===== src/rtl/jk_excitation_driver.sv =====
// Drives a bank of external JK flip-flops to a requested word and
// confirms the result by readback, re-driving a bounded number of times.
module jk_excitation_driver #(
    parameter int WIDTH   = 4,
    parameter int RETRIES = 2
) (
    input  logic             clk,
    input  logic             reset,
    input  logic             tgt_valid,
    output logic             tgt_ready,
    input  logic [WIDTH-1:0] tgt_data,
    input  logic [WIDTH-1:0] q_fb,
    output logic [WIDTH-1:0] j_out,
    output logic [WIDTH-1:0] k_out,
    output logic             ff_reset_n,
    output logic             busy,
    output logic             done,
    output logic             err
);

    localparam int CW = $clog2(RETRIES + 2);
    localparam logic [CW-1:0] MAXR = CW'(RETRIES);

    typedef enum logic [1:0] {
        S_INIT,
        S_IDLE,
        S_DRIVE,
        S_CHECK
    } state_t;

    state_t           r_state;
    state_t           w_state_nx;
    logic [CW-1:0]    r_cnt;
    logic [CW-1:0]    w_cnt_nx;
    logic [WIDTH-1:0] r_tgt;
    logic [WIDTH-1:0] w_tgt_nx;
    logic [WIDTH-1:0] w_j_nx;
    logic [WIDTH-1:0] w_k_nx;
    logic             w_done_nx;
    logic             w_err_nx;

    always_ff @(posedge clk) begin
        if (!reset) begin
            r_state <= S_INIT;
            r_cnt   <= '0;
            r_tgt   <= '0;
        end else begin
            r_state <= w_state_nx;
            r_cnt   <= w_cnt_nx;
            r_tgt   <= w_tgt_nx;
        end
    end

    // Excitation only sets or clears bits that differ; toggle is never issued.
    always_comb begin
        w_state_nx = r_state;
        w_cnt_nx   = r_cnt;
        w_tgt_nx   = r_tgt;
        w_j_nx     = '0;
        w_k_nx     = '0;
        w_done_nx  = 1'b0;
        w_err_nx   = 1'b0;
        unique case (r_state)
            S_INIT: begin
                w_state_nx = S_IDLE;
            end
            S_IDLE: begin
                if (tgt_valid && tgt_ready) begin
                    w_state_nx = S_DRIVE;
                    w_tgt_nx   = tgt_data;
                    w_cnt_nx   = '0;
                    w_j_nx     = ~q_fb & tgt_data;
                    w_k_nx     = q_fb & ~tgt_data;
                end
            end
            S_DRIVE: begin
                w_state_nx = S_CHECK;
            end
            S_CHECK: begin
                if (q_fb == r_tgt) begin
                    w_done_nx  = 1'b1;
                    w_state_nx = S_IDLE;
                end else if (r_cnt == MAXR) begin
                    w_err_nx   = 1'b1;
                    w_state_nx = S_IDLE;
                end else begin
                    w_cnt_nx   = r_cnt + CW'(1);
                    w_j_nx     = ~q_fb & r_tgt;
                    w_k_nx     = q_fb & ~r_tgt;
                    w_state_nx = S_DRIVE;
                end
            end
            default: begin
                w_state_nx = S_INIT;
            end
        endcase
    end

    // Outputs are registered from the next-state decode.
    always_ff @(posedge clk) begin
        if (!reset) begin
            j_out      <= '0;
            k_out      <= '0;
            tgt_ready  <= 1'b0;
            busy       <= 1'b1;
            done       <= 1'b0;
            err        <= 1'b0;
            ff_reset_n <= 1'b0;
        end else begin
            j_out      <= w_j_nx;
            k_out      <= w_k_nx;
            tgt_ready  <= (w_state_nx == S_IDLE);
            busy       <= (w_state_nx != S_IDLE);
            done       <= w_done_nx;
            err        <= w_err_nx;
            ff_reset_n <= (w_state_nx != S_INIT);
        end
    end

endmodule


===== config.mk =====
export PLATFORM = sky130hd
export DESIGN_NAME = jk_excitation_driver
export DESIGN_NICKNAME = d
export VERILOG_FILES = /design/src/rtl/jk_excitation_driver.sv
export SDC_FILE = /design/constraint.sdc
export NUM_CORES = 1
export LEC_CHECK = 0
export BUFFER_PORTS_ARGS = -buffer_cell sky130_fd_sc_hd__buf_2
export CORE_MARGIN = 10
export CORE_UTILIZATION = 46
export DETAILED_ROUTE_END_ITERATION = 16
export GPL_TIMING_DRIVEN = 0
export PLACE_DENSITY = 0.73
export SYNTH_ARGS = -nofsm -noshare
export SYNTH_HDL_FRONTEND = slang
export SYNTH_SLANG_ARGS = --single-unit

===== constraint.sdc =====
create_clock -name clk -period 1.5 [get_ports clk]
set_input_delay 0.225 -clock clk [delete_from_list [all_inputs] [get_ports clk]]
set_output_delay 0.225 -clock clk [all_outputs]
set_load 0.02 [all_outputs]

==> results.yml, run 1 <==
sta:
  finalCriticalPeriod_ns: 1.42
  fin_worst_skew_ns: 0.00608
  worst-slew-pin-transition_ns: 0.383
  post-route-period-util: 0.948
  whs_ns: 0.156
  hold_viol: 0
  setup_viol: 0
  relSlewSlack: 0.745
  layout_setup_ws_ns: 0.0783
  max_freq_mhz: 703
  drv_slew: 0
  setup_tns_ns: 0
routing:
  drc: 0
  wire_per_inst_microns: 12.5
  drt-pass1-iter-count: 4
  wl_mm: 2.03
  antenna_left: 0
  drt_iter0_drc: 17
  vias: 815
  avgViaCountPerCell: 5.00
worst_hold_path:
  hp-class: "in -> reg"
finish:
  final_cell_area_sq_um: 1200
  diodes: 0
  multi_input_area_sq_um: 508
  drive_gt1_frac: 0.301
  layout_commonest_cell: "buf_2"
  fin_util: 0.592
  regArea_sq_um: 422
  nets: 157
  layout_common_cells: "23 x buf_2, 20 x dfxtp_1, 13 x nand3_1"
  syn_to_final_growth_pct: 19.2
  fill_cells: 181
placement:
  dp_slack_ns: -0.110
  gp_congestion: 0.727
  port_buffers: 23
  dpl_cell_area_sq_um: 1150
  dpl.hpwl_mm: 1.53
floorplan:
  die-area_sq_um: 4450
  die_height_microns: 66.7
  die_x_microns: 66.7
  io_pins: 24
  fp.coreArea_sq_um: 2020
  initial_core_util: 0.497
  row_count: 16
pwr:
  irDropWorstVdd_mv: 0.533
  p_leak_nw: 0.514
  power.density_nw_per_um2: 829
global_routing:
  antenna_found_initial: 0
  grt_pass1_wl_mm: 3.31
  grt_overflow_total: 0
  track_usage: 0.0933
  grt_pass1_vias: 775
  grt_start_max_net_pins: 13
setup_path:
  path_delay_family: "compound AO/OA/AOI/OAI gates"
  critPathRequiredTime_ns: 1.71
  max_stage_delay_ns: 0.34
  reg2reg_slack_ns: 0.08
  cp-end-kind: "flip-flop"
  startpoint_type: "flip-flop"
  crit_type: "reg -> reg"
  cp_num_buf_inv: 0
  cp.arrival_ns: 1.64
  cp_slowest_cell: "dfxtp_1"
  path_cells: "ha_1 > and4_1 > a22o_1 > a31o_1"
  cp_max_fo: 3
clock_network:
  cts_max_path_buffers: 2
  root_buffer: "clkbuf_4"
  numCtsBuffers: 3
  htree_levels: 1
  worstSkewPairLatency_ns: 0.30
  cts_tree: "built"
  clkSinkCount: 21
  clkSlewWorstSetupHoldPaths_ns: 0.12
logic_synthesis:
  synthArstFlopShare: 0
  ys_seq_area_frac: 0.418
  synth_compound_area_frac: 0.148
  yosys-top-cells-area: "dfxtp_1 42%, ha_1 11%, nand3_1 6.5%"
  synthCells: 108
  synth_adder_area_share: 0.112
  yosys.area_share.simple: 0.233
  syn_area_sq_um: 1000
  synth_top_area_share: 0.418
  ys_seq_elements: 21
  synth-main-ff-cell: "dfxtp_1"
  synth.distinct_cells: 29
  synth_top_family_by_area: "simple AND/OR/NAND/NOR gates"
  synth_warnings: 0
  synth_xor_area_frac: 0
  syn_area_per_cell_sq_um: 9.30
  synth_edf_count: 0
  synth_top_area_cell: "dfxtp_1"
  synthMuxAreaShare: 0.00996
  synth_fp_nets: 128
status:
  status: "finished, final reports clean"
run:
  drv_cap: 0
-- stage by stage --
stage / power (mW) / instances
after global placement: 0.729 / 158
after detailed placement: 0.732 / 158
after global routing: 1.04 / 163
final: 0.993 / 163
after floorplan: 0.685 / 108
after CTS: 0.996 / 162
-- cell type report --
| cell class | count | area share |
|---|---|---|
| multi-input combinational | 71 | 0.424 |
| sequential | 21 | 0.352 |
| timing repair buffer | 24 | 0.102 |
| buffer | 7 | 0.0418 |
| inverter | 9 | 0.0282 |
| tap | 27 | 0.0282 |
| clock buffer | 3 | 0.0188 |
| clock inverter | 1 | 0.00418 |
-- logic make-up after synthesis --
logic type                 after synthesis
adders and majority gates                9
DFF                                     21
buffers and inverters                   16
muxes                                    1
AOI/OAI and AO/OA                       20
and+or+nand+nor                         41
-- per-layer routing --
layer	routed length (microns)	track usage	vias to the layer above
met5	0	0	-
li1	-	-	433
met2	927	0.155	17
met3	164	0.0351	2
met4	20	0.0576	0
met1	918	0.0968	363
-- worst reg2reg max path: cells and delay by family, from the launching register on --
family	cells	cell delay [ns]
compound gates	2	0.45
flops	1	0.34
fa+ha+maj	1	0.29
simple gates	1	0.26
-- Yosys cell counts, types with 3 or more instances --
cell type,count
nand3_1,13
a21oi_1,9
a21boi_0,4
nand2_1,12
or3_1,4
inv_1,9
ha_1,9
buf_4,3
nor3_1,3
dfxtp_1,21
clkbuf_1,3
-- path summary, 6_finish.rpt --
path / cells after the start / start / end
max: 4 / r_tgt[2]$_SDFFE_PN0P_ / tgt_ready$_SDFF_PN0_
min: 2 / reset / ff_reset_n$_SDFF_PN0_
max reg2reg: 4 / r_tgt[2]$_SDFFE_PN0P_ / tgt_ready$_SDFF_PN0_
min reg2reg: 2 / r_cnt[1]$_SDFFE_PN0P_ / r_cnt[1]$_SDFFE_PN0P_
-- state kept, by name (all words and copies together) (netlist names) --
name,cells
r_cnt,2
err,1
busy,1
tgt_ready,1
r_state,2
k_out,4
ff_reset_n,1
j_out,4
r_tgt,4
done,1
-- where the power goes --
group / total, mW / switching, mW / internal, mW
clock network: 0.272 / 0.173 / 0.0994
registers: 0.583 / 0.00832 / 0.574
logic: 0.138 / 0.0817 / 0.0566
total: 0.993 / 0.263 / 0.730
-- repair_timing --
action / in CTS / in global routing
gates resized for setup: 3 / 1
pin swaps: 0 / 0
hold buffers: 0 / 0
gates cloned: 0 / 0
buffers inserted: 0 / 1
endpoints found under the setup margin: 6 / 2
(Power assumes the default switching activity.)
==> run 2: changes to the inputs <==
CORE_MARGIN = 2   (was 10)
==> results.yml, run 2 (synthesized netlist as in run 1, its figures left out) <==
setup_path:
  critPathRequiredTime_ns: 1.70
  cp_slowest_cell: "dfxtp_2"
  cp.arrival_ns: 1.61
  max_stage_delay_ns: 0.37
  reg2reg_depth: 6
  path_delay_family: "flip-flops"
  cp-end-kind: "flip-flop"
  crit_end: "r_cnt[0]$_SDFFE_PN0P_"
  r2r-start: "r_cnt[0]$_SDFFE_PN0P_"
  cp_num_buf_inv: 2
  startpoint_type: "flip-flop"
  crit_type: "reg -> reg"
  crit_start: "r_cnt[0]$_SDFFE_PN0P_"
  path_cells: "inv_2 > ha_4 > and3b_2 > buf_4 > nor3_1 > o31a_1"
  path_depth: 6
  rr_endpoint: "r_cnt[0]$_SDFFE_PN0P_"
  reg2reg_slack_ns: 0.09
  cp_max_fo: 10
finish:
  diodes: 0
  layout_common_cells: "24 x buf_2, 20 x dfxtp_1, 13 x nand3_1"
  nets: 156
  drive_gt1_frac: 0.311
  top_regs: "j_out: 4 flops, k_out: 4 flops, r_tgt: 4 flops"
  syn_to_final_growth_pct: 19.3
  layout_commonest_cell: "buf_2"
global_routing:
  track_usage: 0.172
  grt_pass1_wl_mm: 3.30
  antenna_found_initial: 0
  grt_start_max_net_pins: 13
  grt_pass1_vias: 797
  grt_overflow_total: 0
sta:
  whs_ns: 0.142
  hold_viol: 0
  max_freq_mhz: 708
  fin_worst_skew_ns: 0.00335
  rsz0062_at_grt: "true"
  post-route-period-util: 0.942
  relSlewSlack: 0.741
  setup_viol: 0
  finalCriticalPeriod_ns: 1.41
  worst-slew-pin-transition_ns: 0.388
  drv_slew: 0
floorplan:
  die_height_microns: 50.7
  io_pins: 24
  row_count: 16
  die_x_microns: 50.7
  die-area_sq_um: 2570
  initial_core_util: 0.502
  fp.coreArea_sq_um: 2000
status:
  status: "finished, final reports clean"
clock_network:
  cts_max_path_buffers: 2
  cts_tree: "built"
  clkSinkCount: 21
  htree_levels: 1
  clkSlewWorstSetupHoldPaths_ns: 0.12
  numCtsBuffers: 3
  root_buffer: "clkbuf_4"
  worstSkewPairLatency_ns: 0.30
routing:
  antenna_left: 0
  wire_per_inst_microns: 11.5
  avgViaCountPerCell: 5.06
  drc: 0
  drt-pass1-iter-count: 4
  vias: 819
  drt_iter0_drc: 13
  wl_mm: 1.86
pwr:
  p_leak_nw: 0.510
  power.density_nw_per_um2: 829
  total_power_uw: 994
  irDropWorstVdd_mv: 0.528
placement:
  dpl.hpwl_mm: 1.41
  gp_congestion: 0.716
  port_buffers: 23
run:
  drv_cap: 0
worst_hold_path:
  hp-class: "in -> reg"
-- run 2: layout make-up --
cell class | instances | area (sq um)
fillers | 174 | 803
multi-input cells | 71 | 520
flip-flops and latches | 21 | 422
repair buffers | 23 | 115
plain buffers | 7 | 46.3
inverters | 9 | 33.8
well taps | 27 | 33.8
clock buffers | 3 | 22.5
clock inverters | 1 | 5.00
-- run 2: how the worst min path moves through the flow --
stage	depth (start not counted)	startpoint	end	slack, ns
after CTS	2	reset	ff_reset_n$_SDFF_PN0_	0.13
after floorplan	1	reset	ff_reset_n$_SDFF_PN0_	0.32
after global placement	2	r_cnt[1]$_SDFFE_PN0P_	r_cnt[1]$_SDFFE_PN0P_	0.45
final	2	reset	ff_reset_n$_SDFF_PN0_	0.14
after detailed placement	2	reset	ff_reset_n$_SDFF_PN0_	0.46
after global routing	2	reset	ff_reset_n$_SDFF_PN0_	0.15
-- run 2: metrics by stage --
step / utilization / std cells / setup slack (ns) / setup TNS, ns / cell area [sq um]
after floorplan: - / 108 / 0.0332 / 0 / 1000
after global placement: 0.576 / 158 / -0.117 / -0.617 / 1150
after detailed placement: 0.576 / 158 / -0.0900 / -0.478 / 1150
after CTS: 0.593 / 162 / 0.0198 / 0 / 1190
after global routing: 0.599 / 162 / -0.0329 / -0.0329 / 1200
final: 0.599 / 162 / 0.0877 / 0 / 1200
-- run 2: where the power goes --
group          total, mW  leakage (nW)  switching, mW  internal (mW)
clock network      0.272        0.0177          0.173         0.0995
logic              0.139         0.321         0.0817         0.0570
registers          0.583         0.172        0.00859          0.574
total              0.994         0.510          0.263          0.731
-- run 2: routing by layer --
layer / track usage / vias to the layer above / share of wire
met1: 0.199 / 364 / 0.45
met4: 0.0811 / 0 / 0.018
met2: 0.307 / 24 / 0.48
met3: 0.0268 / 4 / 0.055
met5: 0 / - / 0
li1: - / 427 / -
-- run 2: repair_timing --
| item | CTS | global route |
|---|---|---|
| hold buffers | 0 | 0 |
| endpoints found under the setup margin | 3 | 3 |
| pin swaps | 0 | 0 |
| setup buffers | 0 | 0 |
| resized for setup | 3 | 5 |
